**src/rtl/usbf_utmi_tx_pkg.sv**
```systemverilog
// usbf_utmi_tx_pkg: shared constants for the UTMI tx adapter
// one-hot state encodings, byte and counter widths
package usbf_utmi_tx_pkg;

  localparam int BYTE_W = 8;
  localparam int BCNT_W = 11;

  localparam logic [BCNT_W-1:0] BCNT_MAX = '1;

  localparam int S_IDLE = 0;
  localparam int S_FILL = 1;
  localparam int S_SEND = 2;
  localparam int S_GAP  = 3;

  localparam logic [3:0] UTX_IDLE = 4'b0001;
  localparam logic [3:0] UTX_FILL = 4'b0010;
  localparam logic [3:0] UTX_SEND = 4'b0100;
  localparam logic [3:0] UTX_GAP  = 4'b1000;

endpackage

```
**src/rtl/usbf_utmi_tx_if.sv**
```systemverilog
// usbf_utmi_tx_if: byte stream from packet assembler
// master = assembler, slave = utmi tx adapter
interface usbf_utmi_tx_if;
  import usbf_utmi_tx_pkg::*;

  logic [BYTE_W-1:0] tx_data;
  logic              tx_valid;
  logic              tx_valid_last;
  logic              tx_first;
  logic              tx_ready;

  modport master (
    output tx_data,
    output tx_valid,
    output tx_valid_last,
    output tx_first,
    input  tx_ready
  );

  modport slave (
    input  tx_data,
    input  tx_valid,
    input  tx_valid_last,
    input  tx_first,
    output tx_ready
  );

endinterface

```
**src/rtl/usbf_utmi_tx_fifo.sv**
```systemverilog
// usbf_utmi_tx_fifo: small sync byte FIFO
// storage is unreset; only pointers/count clear
module usbf_utmi_tx_fifo
  import usbf_utmi_tx_pkg::*;
#(
  parameter int AW = 2
) (
  input  logic              clk,
  input  logic              rst,
  input  logic              push,
  input  logic              pop,
  input  logic              flush,
  input  logic [BYTE_W-1:0] din,
  output logic [BYTE_W-1:0] dout,
  output logic              empty,
  output logic              full,
  output logic [AW:0]       cnt
);

  localparam int DEPTH = 1 << AW;

  logic [BYTE_W-1:0] mem [DEPTH];
  logic [AW-1:0]     wptr;
  logic [AW-1:0]     rptr;

  assign dout  = mem[rptr];
  assign empty = (cnt == '0);
  assign full  = (cnt == (AW+1)'(DEPTH));

  // byte storage write port
  always_ff @(posedge clk) begin
    if (push) mem[wptr] <= din;
  end

  // pointers wrap modulo depth; flush drops all
  always_ff @(posedge clk or negedge rst) begin
    if (!rst) begin
      wptr <= '0;
      rptr <= '0;
      cnt  <= '0;
    end else if (flush) begin
      wptr <= '0;
      rptr <= '0;
      cnt  <= '0;
    end else begin
      if (push) wptr <= wptr + 1'b1;
      if (pop)  rptr <= rptr + 1'b1;
      unique case ({push, pop})
        2'b10:   cnt <= cnt + 1'b1;
        2'b01:   cnt <= cnt - 1'b1;
        default: cnt <= cnt;
      endcase
    end
  end

endmodule

```
**src/rtl/usbf_utmi_tx.sv**
```systemverilog
// usbf_utmi_tx: UTMI transmit adapter
// buffers assembler bytes, drives PHY, enforces IPG
module usbf_utmi_tx
  import usbf_utmi_tx_pkg::*;
#(
  parameter int FIFO_AW    = 2,
  parameter int PRIME_LVL  = 2,
  parameter int IPG_CYCLES = 8
) (
  input  logic              clk,
  input  logic              rst,
  usbf_utmi_tx_if.slave     up,
  input  logic              phy_rx_active,
  output logic [BYTE_W-1:0] DataOut,
  output logic              TxValid,
  input  logic              TxReady,
  output logic              tx_busy,
  output logic              tx_done,
  output logic              tx_underrun,
  output logic [BCNT_W-1:0] tx_byte_cnt
);

  localparam logic [FIFO_AW:0] PRIME =
    (FIFO_AW+1)'(PRIME_LVL);
  localparam logic [7:0] GAP_LD =
    8'(IPG_CYCLES - 1);

  logic [3:0]       state;
  logic [3:0]       state_n;
  logic             last_in;
  logic             last_n;
  logic [7:0]       gap_cnt;
  logic [FIFO_AW:0] cnt;
  logic [FIFO_AW:0] cnt_fill;
  logic             empty;
  logic             full;
  logic             ready;
  logic             push;
  logic             pop;

  assign up.tx_ready  = ready;
  assign push         = up.tx_valid & ready;
  assign pop          = TxValid & TxReady & !empty;
  assign cnt_fill     = cnt + {{FIFO_AW{1'b0}}, push};
  assign last_n       = last_in
                      | (push & up.tx_valid_last);
  assign tx_busy      = !state[S_IDLE];
  assign tx_done      = state[S_SEND] & pop & last_in
                      & (cnt == (FIFO_AW+1)'(1));
  assign tx_underrun  = state[S_SEND] & empty
                      & !last_in & !push;

  usbf_utmi_tx_fifo #(
    .AW (FIFO_AW)
  ) u_fifo (
    .clk   (clk),
    .rst   (rst),
    .push  (push),
    .pop   (pop),
    .flush (tx_underrun),
    .din   (up.tx_data),
    .dout  (DataOut),
    .empty (empty),
    .full  (full),
    .cnt   (cnt)
  );

  // upstream acceptance; no path from TxReady
  always_comb begin
    ready = 1'b0;
    unique case (1'b1)
      state[S_IDLE]: ready = up.tx_valid
                           & up.tx_first
                           & !phy_rx_active
                           & !full;
      state[S_FILL]: ready = !full & !last_in;
      state[S_SEND]: ready = !full & !last_in;
      default:       ready = 1'b0;
    endcase
  end

  // next state; FILL looks at post-push occupancy
  always_comb begin
    state_n = state;
    unique case (1'b1)
      state[S_IDLE]:
        if (push) state_n = UTX_FILL;
      state[S_FILL]:
        if (cnt_fill >= PRIME || last_n)
          state_n = UTX_SEND;
      state[S_SEND]:
        if (tx_done || tx_underrun)
          state_n = UTX_GAP;
      state[S_GAP]:
        if (gap_cnt == 8'd0) state_n = UTX_IDLE;
      default: state_n = UTX_IDLE;
    endcase
  end

  // state and TxValid; reset drops TxValid at once
  always_ff @(posedge clk or negedge rst) begin
    if (!rst) begin
      state   <= UTX_IDLE;
      TxValid <= 1'b0;
    end else begin
      state   <= state_n;
      TxValid <= state_n[S_SEND];
    end
  end

  // last byte of the packet has been buffered
  always_ff @(posedge clk or negedge rst) begin
    if (!rst)
      last_in <= 1'b0;
    else if (state[S_GAP])
      last_in <= 1'b0;
    else if (push && up.tx_valid_last)
      last_in <= 1'b1;
  end

  // inter-packet gap; preloaded outside GAP
  always_ff @(posedge clk or negedge rst) begin
    if (!rst)
      gap_cnt <= 8'd0;
    else if (!state[S_GAP])
      gap_cnt <= GAP_LD;
    else if (gap_cnt != 8'd0)
      gap_cnt <= gap_cnt - 8'd1;
  end

  // popped-byte count, held until next tx_first
  always_ff @(posedge clk or negedge rst) begin
    if (!rst)
      tx_byte_cnt <= '0;
    else if (state[S_IDLE] && push)
      tx_byte_cnt <= '0;
    else if (pop && tx_byte_cnt != BCNT_MAX)
      tx_byte_cnt <= tx_byte_cnt + 1'b1;
  end

endmodule

```
**src/flat_wrapper.sv**
```systemverilog
// flat-port wrapper written by rule: the top's interface ports become plain ports
module usbf_utmi_tx_flat import usbf_utmi_tx_pkg::*;
#(
  parameter int FIFO_AW    = 2,
  parameter int PRIME_LVL  = 2,
  parameter int IPG_CYCLES = 8
)
  (clk, rst, phy_rx_active, DataOut, TxValid, TxReady, tx_busy, tx_done, tx_underrun, tx_byte_cnt, up_tx_data, up_tx_valid, up_tx_valid_last, up_tx_first, up_tx_ready);
  usbf_utmi_tx_if up_i ();
  input  logic clk;
  input  logic rst;
  input  logic phy_rx_active;
  output logic [BYTE_W-1:0] DataOut;
  output logic TxValid;
  input  logic TxReady;
  output logic tx_busy;
  output logic tx_done;
  output logic tx_underrun;
  output logic [BCNT_W-1:0] tx_byte_cnt;
  input wire logic [$bits(up_i.tx_data)-1:0] up_tx_data;
  input wire logic [$bits(up_i.tx_valid)-1:0] up_tx_valid;
  input wire logic [$bits(up_i.tx_valid_last)-1:0] up_tx_valid_last;
  input wire logic [$bits(up_i.tx_first)-1:0] up_tx_first;
  output wire logic [$bits(up_i.tx_ready)-1:0] up_tx_ready;
  assign up_i.tx_data = up_tx_data;
  assign up_i.tx_valid = up_tx_valid;
  assign up_i.tx_valid_last = up_tx_valid_last;
  assign up_i.tx_first = up_tx_first;
  assign up_tx_ready = up_i.tx_ready;
  usbf_utmi_tx #(.FIFO_AW(FIFO_AW), .PRIME_LVL(PRIME_LVL), .IPG_CYCLES(IPG_CYCLES)) u_core (.clk(clk), .rst(rst), .up(up_i), .phy_rx_active(phy_rx_active), .DataOut(DataOut), .TxValid(TxValid), .TxReady(TxReady), .tx_busy(tx_busy), .tx_done(tx_done), .tx_underrun(tx_underrun), .tx_byte_cnt(tx_byte_cnt));
endmodule
```
**config.mk**
```make
export PLATFORM = sky130hd
export DESIGN_NAME = usbf_utmi_tx_flat
export DESIGN_NICKNAME = d
export VERILOG_FILES = /design/src/rtl/usbf_utmi_tx_pkg.sv /design/src/rtl/usbf_utmi_tx_if.sv /design/src/rtl/usbf_utmi_tx_fifo.sv /design/src/rtl/usbf_utmi_tx.sv /design/src/flat_wrapper.sv
export SDC_FILE = /design/constraint.sdc
export NUM_CORES = 1
export LEC_CHECK = 0
export ABC_AREA = 1
export CORE_MARGIN = 4
export CORE_UTILIZATION = 33
export DETAILED_ROUTE_END_ITERATION = 10
export MAX_ROUTING_LAYER = met4
export PLACE_DENSITY = 0.61
export SKIP_LAST_GASP = 1
export SLEW_MARGIN = 40
export SYNTH_ARGS = -nofsm -noshare
export SYNTH_HDL_FRONTEND = slang
export SYNTH_SLANG_ARGS = --single-unit
```
**constraint.sdc**
```tcl
create_clock -name clk -period 6.8 [get_ports clk]
set_clock_uncertainty 0.2 [all_clocks]
set_input_delay 1.7 -clock clk [delete_from_list [all_inputs] [get_ports clk]]
set_output_delay 1.7 -clock clk [all_outputs]
set_load 0.03 [all_outputs]
```
## Word-level counts from Yosys, hierarchy flattened

Memories as Yosys holds them, arrays and structs flattened.
Index checks and enable logic that the tools add are counted.

| operators by class | value |
|---|---|
| $add $sub $neg | 7 |
| $mul | 0 |
| div/mod/pow operators | 0 |
| order comparisons | 1 |
| equality and inequality tests | 6 |
| shift-type cells | 0 |
| muxes and demuxes | 20 |
| bitwise logic cells | 15 |
| reduce and logical (&&, ||, !) cells | 20 |

Operators with widths:

| cell | count |
|---|---|
| 11-bit 2-to-1 mux | 2 |
| 8-bit 2-to-1 mux | 2 |
| 4-bit case mux with 4 select lines | 1 |
| 1-bit bitwise AND | 14 |
| 11-bit by 1-bit adder with 11-bit output (second input constant) | 1 |
| 11-bit inequality test (second input constant) | 1 |
| 2-bit 2-to-1 mux | 5 |
| 8-bit zero test | 1 |
| 4-bit 2-to-1 mux | 2 |
| 2-bit nonzero test | 4 |
| 8-bit nonzero test | 1 |
| 8-bit by 1-bit subtractor with 8-bit output (second input constant) | 1 |
| 1-bit zero test | 6 |
| 3-bit 2-to-1 mux | 2 |
| 3-bit case mux with 2 select lines | 1 |
| 2-bit by 1-bit adder with 2-bit output (second input constant) | 2 |
| 1-bit 2-to-1 mux | 4 |
| 3-bit by 1-bit adder with 3-bit output | 1 |
| 3-bit by 1-bit adder with 3-bit output (second input constant) | 1 |
| 3-bit by 1-bit == test with 1-bit output (second input constant) | 1 |
| 3-bit == test (second input constant) | 1 |
| 3-bit by 2-bit greater-or-equal comparator with 1-bit output (second input constant) | 1 |
| 1-bit logical AND | 3 |
| 3-bit zero test | 1 |
| other kinds (9) | 10 |

| word-level totals | value |
|---|---|
| bits in registers | 32 |
| bits in latches | 0 |
| memory bits (writable) | 32 |
| ROM bits | 0 |
| input port bits | 15 |
| output and inout bits | 24 |
| logic and storage cells | 78 |
| memories | 1 |

Memories:

| name | words | bits a word | rd ports | clocked after Yosys merged registers in | write ports | RTL line | source |
|---|---|---|---|---|---|---|---|
| u_core.u_fifo.mem | 4 | 8 | 1 | 0 | 1 | usbf_utmi_tx_fifo.sv:22 | `logic [BYTE_W-1:0] mem [DEPTH];` |

## Longest topological paths before layout

Gate-level depths: netlist of the first run.

| logic depth | value |
|---|---|
| depth after elaboration | 10 |
| gate-level depth with buffers | 14 |
| depth with buffers taken out | 13 |

## Cells and area by module

A second synthesis of the first run with hierarchy kept.

| second synthesis, totals | value |
|---|---|
| cell total of the unflattened synthesis | 327 |
| area, all modules | 3196.8 sq um |

Modules (own cells, without submodules):

| module | instances | cells each | area each (sq um) |
|---|---|---|---|
| usbf_utmi_tx_fifo | 1 | 138 | 1754.2 |
| usbf_utmi_tx | 1 | 189 | 1442.6 |

## Worst setup path after synthesis of the first run

Ideal clock, no wire load.

| timing path | value |
|---|---|
| path type | input port to output port |
| from | input port TxReady |
| to | output port tx_done |
| arrival | 2.347 ns |
| required time | 4.900 ns |
| slack | 2.553 ns |
| stages | 4 |
| buffers on the path | 0 |
| path through | nand2_1 -> nor2_4 -> nand4_1 -> inv_1 |

| between the ends | value |
|---|---|
| cells in the longest elaborated chain, start to end | 5 |

Ends and longest elaborated chain:

| what | RTL line | source |
|---|---|---|
| from (decl) | flat_wrapper.sv:15 | `input logic TxReady;` |
| 1-bit bitwise AND (2 in series) | usbf_utmi_tx.sv:43 | `assign pop = TxValid & TxReady & !empty;` |
| 1-bit bitwise AND (2 in series) | usbf_utmi_tx.sv:48 | `assign tx_done = state[S_SEND] & pop & last_in` |
| 1-bit bitwise AND | usbf_utmi_tx.sv:49 | `& (cnt == (FIFO_AW+1)'(1));` |
| to (decl) | flat_wrapper.sv:17 | `output logic tx_done;` |

Every way passes these cells.

## Worst setup path in the final report of the first run

| timing path | value |
|---|---|
| from | input port up_tx_valid |
| to | output port tx_underrun |

| between the ends | value |
|---|---|
| cells in the longest elaborated chain, start to end | 7 |

Ends and longest elaborated chain:

| what | RTL line | source |
|---|---|---|
| from (decl) | flat_wrapper.sv:21 | `input wire logic [$bits(up_i.tx_valid)-1:0] up_tx_valid;` |
| 1-bit bitwise AND | usbf_utmi_tx.sv:73 | `& up.tx_first` |
| 1-bit bitwise AND | usbf_utmi_tx.sv:74 | `& !phy_rx_active` |
| 1-bit bitwise AND | usbf_utmi_tx.sv:75 | `& !full;` |
| 1-bit case mux with 2 select lines | usbf_utmi_tx.sv:71 | `unique case (1'b1)` |
| 1-bit bitwise AND * | usbf_utmi_tx.sv:42 | `assign push = up.tx_valid & ready;` |
| 1-bit zero test * | usbf_utmi_tx.sv:51 | `& !last_in & !push;` |
| 1-bit bitwise AND * | usbf_utmi_tx.sv:51 |  |
| to (decl) | flat_wrapper.sv:18 | `output logic tx_underrun;` |

Mark *: on every way between the ends. The rest lies on a longest branch, timed or not.

==> results of run 1 <==
state kept, by name, summed over array words and instances, names as in the netlist:
name                count
u_core.u_fifo.mem      32
u_core.tx_byte_cnt     11
u_core.gap_cnt          8
u_core.state            4
u_core.u_fifo.cnt       3
u_core.u_fifo.rptr      2
u_core.u_fifo.wptr      2
u_core.last_in          1
power groups by stage:
stage / registers [uW] / clock network, uW / logic, uW
finish: 626 / 346 / 775
global route: 643 / 377 / 870
CTS: 627 / 355 / 787
detailed placement: 634 / 0 / 784
global placement: 633 / 0 / 778
floorplan: 643 / 0 / 506
kinds of logic after synthesis:
kind of cell,count (synthesis),synth area share
DFF,63,0.573
adders and majority gates,12,0.0495
xor gates and xnor gates,8,0.0231
and+or+nand+nor,141,0.219
buffers and inverters,39,0.0553
AOI/OAI and AO/OA,43,0.0800
layer usage:
layer | global-route usage | up-vias | share of wire
li1 | - | 1129 | -
met1 | 0.154 | 1030 | 0.47
met2 | 0.204 | 45 | 0.48
met3 | 0.0422 | 2 | 0.041
met4 | 0.0342 | 0 | 0.0069
met5 | - | - | 0
cells in the mapped netlist (4+ instances only):
cell type | number | area (um^2)
nand3_1 | 16 | 80.1
o21ai_0 | 20 | 100
nand2_1 | 33 | 124
inv_1 | 30 | 113
xor2_1 | 6 | 52.6
ha_1 | 12 | 150
edfxtp_1 | 32 | 961
o22ai_1 | 8 | 50.1
nand4_1 | 11 | 68.8
nor2_2 | 4 | 25.0
nor3_1 | 5 | 25.0
a21oi_1 | 7 | 35.0
nor2_1 | 57 | 214
dfrtp_1 | 30 | 751
final cells by class:
class                      count  area [um^2]  area share
tap                          108          135      0.0363
clock inverter                 4         68.8      0.0185
multi-input combinational    204         1130       0.303
timing repair buffer          39          388       0.104
inverter                      32          120      0.0323
sequential                    63         1740       0.467
clock buffer                  12          145      0.0390
worst max-delay path by stage:
stage / start / end / depth (start not counted)
floorplan: TxReady / tx_done / 4
global placement: up_tx_valid / tx_underrun / 7
detailed placement: up_tx_valid / tx_underrun / 7
CTS: up_tx_valid / tx_underrun / 7
global route: up_tx_valid / tx_underrun / 7
finish: up_tx_valid / tx_underrun / 7
cell usage in the layout, fill, tap and decap left out, types with 2 or more instances in the layout:
| cell | n |
|---|---|
| dfrtp_1 | 30 |
| o21ai_1 | 3 |
| inv_2 | 2 |
| ha_1 | 12 |
| nand3_2 | 2 |
| nand3b_1 | 3 |
| a21oi_1 | 7 |
| clkbuf_8 | 10 |
| xor2_1 | 6 |
| nand2_2 | 2 |
| nor2_1 | 57 |
| a21oi_2 | 2 |
| nand2_1 | 33 |
| edfxtp_1 | 32 |
| xnor2_1 | 2 |
| nor3_2 | 3 |
| clkdlybuf4s50_1 | 38 |
| clkbuf_1 | 2 |
| nor2_2 | 4 |
| bufinv_16 | 2 |
| o21ai_0 | 20 |
| nor3_1 | 5 |
| nand4_1 | 11 |
| nand3_1 | 16 |
| inv_1 | 30 |
| o22ai_1 | 8 |
stage by stage:
stage | total power [uW] | util | instance area (um^2) | std cells | setup WS, ns
final | 1750 | 0.421 | 3720 | 462 | 1.17
after detailed placement | 1420 | 0.396 | 3510 | 446 | 1.17
after floorplan | 1150 | - | 3030 | 306 | 2.55
after CTS | 1770 | 0.421 | 3720 | 462 | 1.16
after global placement | 1410 | 0.396 | 3510 | 446 | 1.22
after global routing | 1890 | 0.421 | 3720 | 462 | 1.02
critical path, delay by kind of cell:
kind / cells / cell delay (ns)
buffers and inverters: 3 / 1.27
and+or+nand+nor: 3 / 0.56
AOI/OAI and AO/OA: 1 / 0.21
==> impl_metrics.tcl, run 1 <==
set metrics [dict create \
    timing.hold.ws_ns 0.321 \
    clk_root_buffer_cell "clkbuf_8" \
    grt_first_pass_wirelength_um 10800 \
    via_count_of_the_first_global_routing_pass 2203 \
    max_slew.worst_pin.slew_ns 0.837 \
    rr_endpoint "u_core.u_fifo.mem[3][7]" \
    layout_min_cycle_time_ns 5.63 \
    clkLatencyLatePin_ns 0.33 \
    via_per_inst 4.77 \
    netSwitchingFraction 0.412 \
    beginning_of_the_worst_register_to_register_path "u_core.u_fifo.cnt[0]" \
    post_cts_resize_count 0 \
    outcome "completed" \
    hold-path-endpoint "u_core.state[0]" \
    placement_rows 34 \
    source_of_the_worst_hold_timing_path "u_core.state[3]" \
    totalWireLength_um 6080 \
    drive_above_1_share 0.0960 \
    synthesis.area_per_instance_um2 9.91 \
    dp_hpwl_um 4280 \
    worst-endpoint-required_ns 4.90 \
    internal_power_uw 1030 \
    insertedDiodeCount 0 \
    report.final.slew_viol_count 0 \
    critical_path.max_stage_delay_ns 0.60 \
    initial_utilization 0.343 \
    route.detailed.drc 0 \
    seq_area_frac_synth 0.573 \
    chipHeight_um 104 \
    worstPathCellList "clkdlybuf4s50_1 > nand2_1 > o21ai_2 > nand3_2 > nand2_1 > inv_2 > clkdlybuf4s50_1" \
    holdCritPathClass "flop to flop" \
    vdd_ir_drop_max_uv 210 \
    floorplan.io_pins 39 \
    htreeDepth 3 \
    netSwitchingPower_uw 720 \
    power.sequential.fraction 0.358 \
    report.final.setup_viol 0 \
    crit_path_end_kind "output port" \
    leakagePower_uw 0.00152 \
    synth.distinct_cells 35 \
    max_clock_freq_ghz 0.178 \
    cts_hold_buffers 0 \
    cts.clk_slew.worst_paths_ns 0.07 \
    r2r_cells 7 \
    slew_headroom 0.440 \
    critPathLaunchType "input pin" \
    combPwrFrac 0.444 \
    total_routing_resource_utilization_after_global_routing 0.127 \
    yosys_most_used_dff "edfxtp_1" \
    synth_enable_flop_cells 32 \
    r2r_slack_ns 4.19 \
    synth_seq_cells 63 \
    asyncSetResetFlopFracSynth 0.492 \
    port-buffer-count 38 \
    worstHoldPathCells 1 \
    pwr_density_cell_mw_per_mm2 469 \
    final_antenna_net_count 0 \
    total_cts_buffers 9 \
    die_outline_area_mm2 0.0108 \
    detailroute.via_count 2206 \
    critical-path-slowest-cell "clkdlybuf4s50_1" \
    global_route.overflow_total 0 \
    fill_cells 853 \
    post_synth_inst_count 306 \
    drt-pass1-iter-count 4 \
    critPathArrivalTime_ns 3.73 \
    sink_count_of_the_clock_tree 63 \
    crit_type "input pin to output port" \
    route.detailed.wl_per_inst_um 13.2 \
    syn-num-nets 333 \
    grt_max_degree 32 \
    gp_congestion 0.804 \
    clockBufferDepth 2 \
    portion_of_the_clock_cycle_consumed_by_the_worst_path_in_the_final_layout 0.828 \
    synth.cell_area_mm2 0.00303 \
    post-cts-setup-buffers 0 \
    rsz0062_at_grt "false" \
    finalSetupTns_ns 0 \
    synth.yosys.warnings 0 \
    max_cap_violations 0 \
    drt_first_iter_violations 120 \
    power.share.clock 0.198 \
    design.core.area_mm2 0.00885 \
    timing_hold_violations_final 0 \
    area_delta_synth_final_pct 22.7 \
    antenna_found_initial 0 \
    cts_tree "yes" \
    crit_fanout 11 \
    nNetsFinal 376 \
    dieWidth_um 104 \
]
Power figures use the tool's default switching activity.
==> run 2, diff against run 1 <==
--- a/config.mk
+++ b/config.mk
@@ -10,7 +10,7 @@
 export CORE_UTILIZATION = 33
 export DETAILED_ROUTE_END_ITERATION = 10
 export MAX_ROUTING_LAYER = met4
-export PLACE_DENSITY = 0.61
+export PLACE_DENSITY = 0.63
 export SKIP_LAST_GASP = 1
 export SLEW_MARGIN = 40
 export SYNTH_ARGS = -nofsm -noshare
==> constraint.sdc (replaced) <==
create_clock -name clk -period 4.51 [get_ports clk]
set_clock_uncertainty 0.2 [all_clocks]
set_input_delay 1.1275 -clock clk [delete_from_list [all_inputs] [get_ports clk]]
set_output_delay 1.1275 -clock clk [all_outputs]
set_load 0.03 [all_outputs]
==> run 2 against run 1 <==
Sequential power is 51% higher. Clock power is 37% higher. Clock-buffer cell count is 1 lower. First-iteration DRC count is 9.2% lower. Critical path type unchanged. Critical endpoint unchanged. Highest routed layer unchanged.
==> impl_metrics.tcl, run 2 (synthesis gave the netlist of run 1 again) <==
set metrics [dict create \
    finalInstanceArea_mm2 0.00372 \
    largest_register_ff_count 32 \
    cts.clk_slew.worst_paths_ns 0.07 \
    port-buffer-count 38 \
    dp_hpwl_um 4470 \
    top_register "u_core.u_fifo.mem" \
    finalSetupTns_ns 0 \
    critPathArrivalTime_ns 2.82 \
    highest_count_cells_in_the_layout_ignoring_fill_and_taps "nor2_1 (56), clkdlybuf4s50_1 (38), nand2_1 (33)" \
    post_cts_resize_count 0 \
    max_slew.worst_pin.slew_ns 0.789 \
    clockBufferDepth 2 \
    report.final.slew_viol_count 0 \
    cts_hold_buffers 0 \
    post-cts-setup-buffers 0 \
    slew_headroom 0.472 \
    total_routing_resource_utilization_after_global_routing 0.125 \
    totalWireLength_um 6330 \
    max_cap_violations 0 \
    crit_path_end_kind "output port" \
    chipHeight_um 104 \
    design.core.area_mm2 0.00885 \
    clk_root_buffer_cell "clkbuf_8" \
    critical-path-slowest-cell "clkdlybuf4s50_1" \
    clkLatencyLatePin_ns 0.33 \
    floorplan.io_pins 39 \
    initial_utilization 0.343 \
    detailroute.via_count 2246 \
    drive_above_1_share 0.106 \
    antenna_found_initial 0 \
    route.detailed.drc 0 \
    leakagePower_uw 0.00153 \
    holdCritPathClass "flop to flop" \
    grt_first_pass_wirelength_um 10500 \
    global_route.overflow_total 0 \
    via_per_inst 4.83 \
    critPathBufInv 3 \
    postPlaceCellArea_mm2 0.00353 \
    worstPathCellList "clkdlybuf4s50_1 > nand2_1 > o21ai_2 > nand3_2 > nand2_1 > inv_2 > clkdlybuf4s50_1" \
    nNetsFinal 379 \
    mostFrequentLayoutCell "nor2_1" \
    max_clock_freq_ghz 0.241 \
    drt-pass1-iter-count 4 \
    critical_path.max_stage_delay_ns 0.60 \
    route.detailed.wl_per_inst_um 13.6 \
    crit_type "input pin to output port" \
    insertedDiodeCount 0 \
    vdd_ir_drop_max_uv 220 \
    dieWidth_um 104 \
    timing.critical_path.max_delay_family "buffers and inverters" \
    portion_of_the_clock_cycle_consumed_by_the_worst_path_in_the_final_layout 0.919 \
    pwr_density_cell_mw_per_mm2 699 \
    total_cts_buffers 9 \
    critPathLaunchType "input pin" \
    final_antenna_net_count 0 \
    outcome "completed" \
    via_count_of_the_first_global_routing_pass 2129 \
    drt_first_iter_violations 109 \
    timing_hold_violations_final 0 \
    gp_congestion 0.812 \
    layout_min_cycle_time_ns 4.14 \
    crit_fanout 6 \
    placement_rows 34 \
    rsz0062_at_grt "false" \
    area_delta_synth_final_pct 22.7 \
    grt_max_degree 32 \
    cts_tree "yes" \
    report.final.setup_viol 0 \
    worst-endpoint-required_ns 3.18 \
    largest_registers_in_the_final_layout "u_core.u_fifo.mem: 32 flops, u_core.tx_byte_cnt: 11 flops, u_core.gap_cnt: 8 flops" \
    htreeDepth 3 \
    sink_count_of_the_clock_tree 63 \
    die_outline_area_mm2 0.0108 \
]
run 2: worst paths after layout:
kind                                       from                 endpoint  slack, ns  cells past startpoint
hold / removal                  u_core.state[1]          u_core.state[2]       0.32                      2
hold reg to reg                 u_core.state[1]          u_core.state[2]       0.32                      2
setup / recovery                    up_tx_valid              tx_underrun       0.37                      7
setup reg to reg           u_core.u_fifo.cnt[0]  u_core.u_fifo.mem[1][2]       2.01                      8
max in group asynchronous                   rst          u_core.state[0]       2.78                      2
min in group asynchronous                   rst    u_core.tx_byte_cnt[6]       0.99                      2
run 2: where the power goes:
part,internal (uW),switching [uW]
logic,458,729
clock network,265,208
registers,775,168
run 2: final cells by class:
class | count | area [um^2]
Clock buffer | 11 | 141
Clock inverter | 5 | 47.5
Fill cell | 863 | 5130
Inverter | 32 | 120
Multi-Input combinational cell | 204 | 1130
Sequential cell | 63 | 1740
Tap cell | 108 | 135
Timing Repair Buffer | 42 | 410
run 2: worst register-to-register path, stage by stage (launching register included):
cell,delay [ns]
dfrtp_1,0.40
inv_1,0.11
ha_1,0.22
nand2_1,0.09
nand2_1,0.07
nor2_2,0.16
nand3_2,0.10
buf_4,0.19
nor2_1,0.61
run 2: per-layer routing:
| layer | share of wire | GRT usage |
|---|---|---|
| met4 | 0.012 | 0.0513 |
| met2 | 0.48 | 0.201 |
| met1 | 0.47 | 0.151 |
| met3 | 0.035 | 0.0286 |
| met5 | 0 | - |
run 2: through the flow:
stage	hold WS, ns	utilization	cells	total power (uW)	setup WS (ns)
4_1_cts	0.320	0.420	465	2630	0.348
6_report	0.323	0.421	465	2600	0.367
2_1_floorplan	0.247	-	306	1730	1.41
5_1_grt	0.358	0.421	465	2800	0.250
3_3_place_gp	0.307	0.399	449	2130	0.371
3_5_place_dp	0.313	0.399	449	2150	0.365
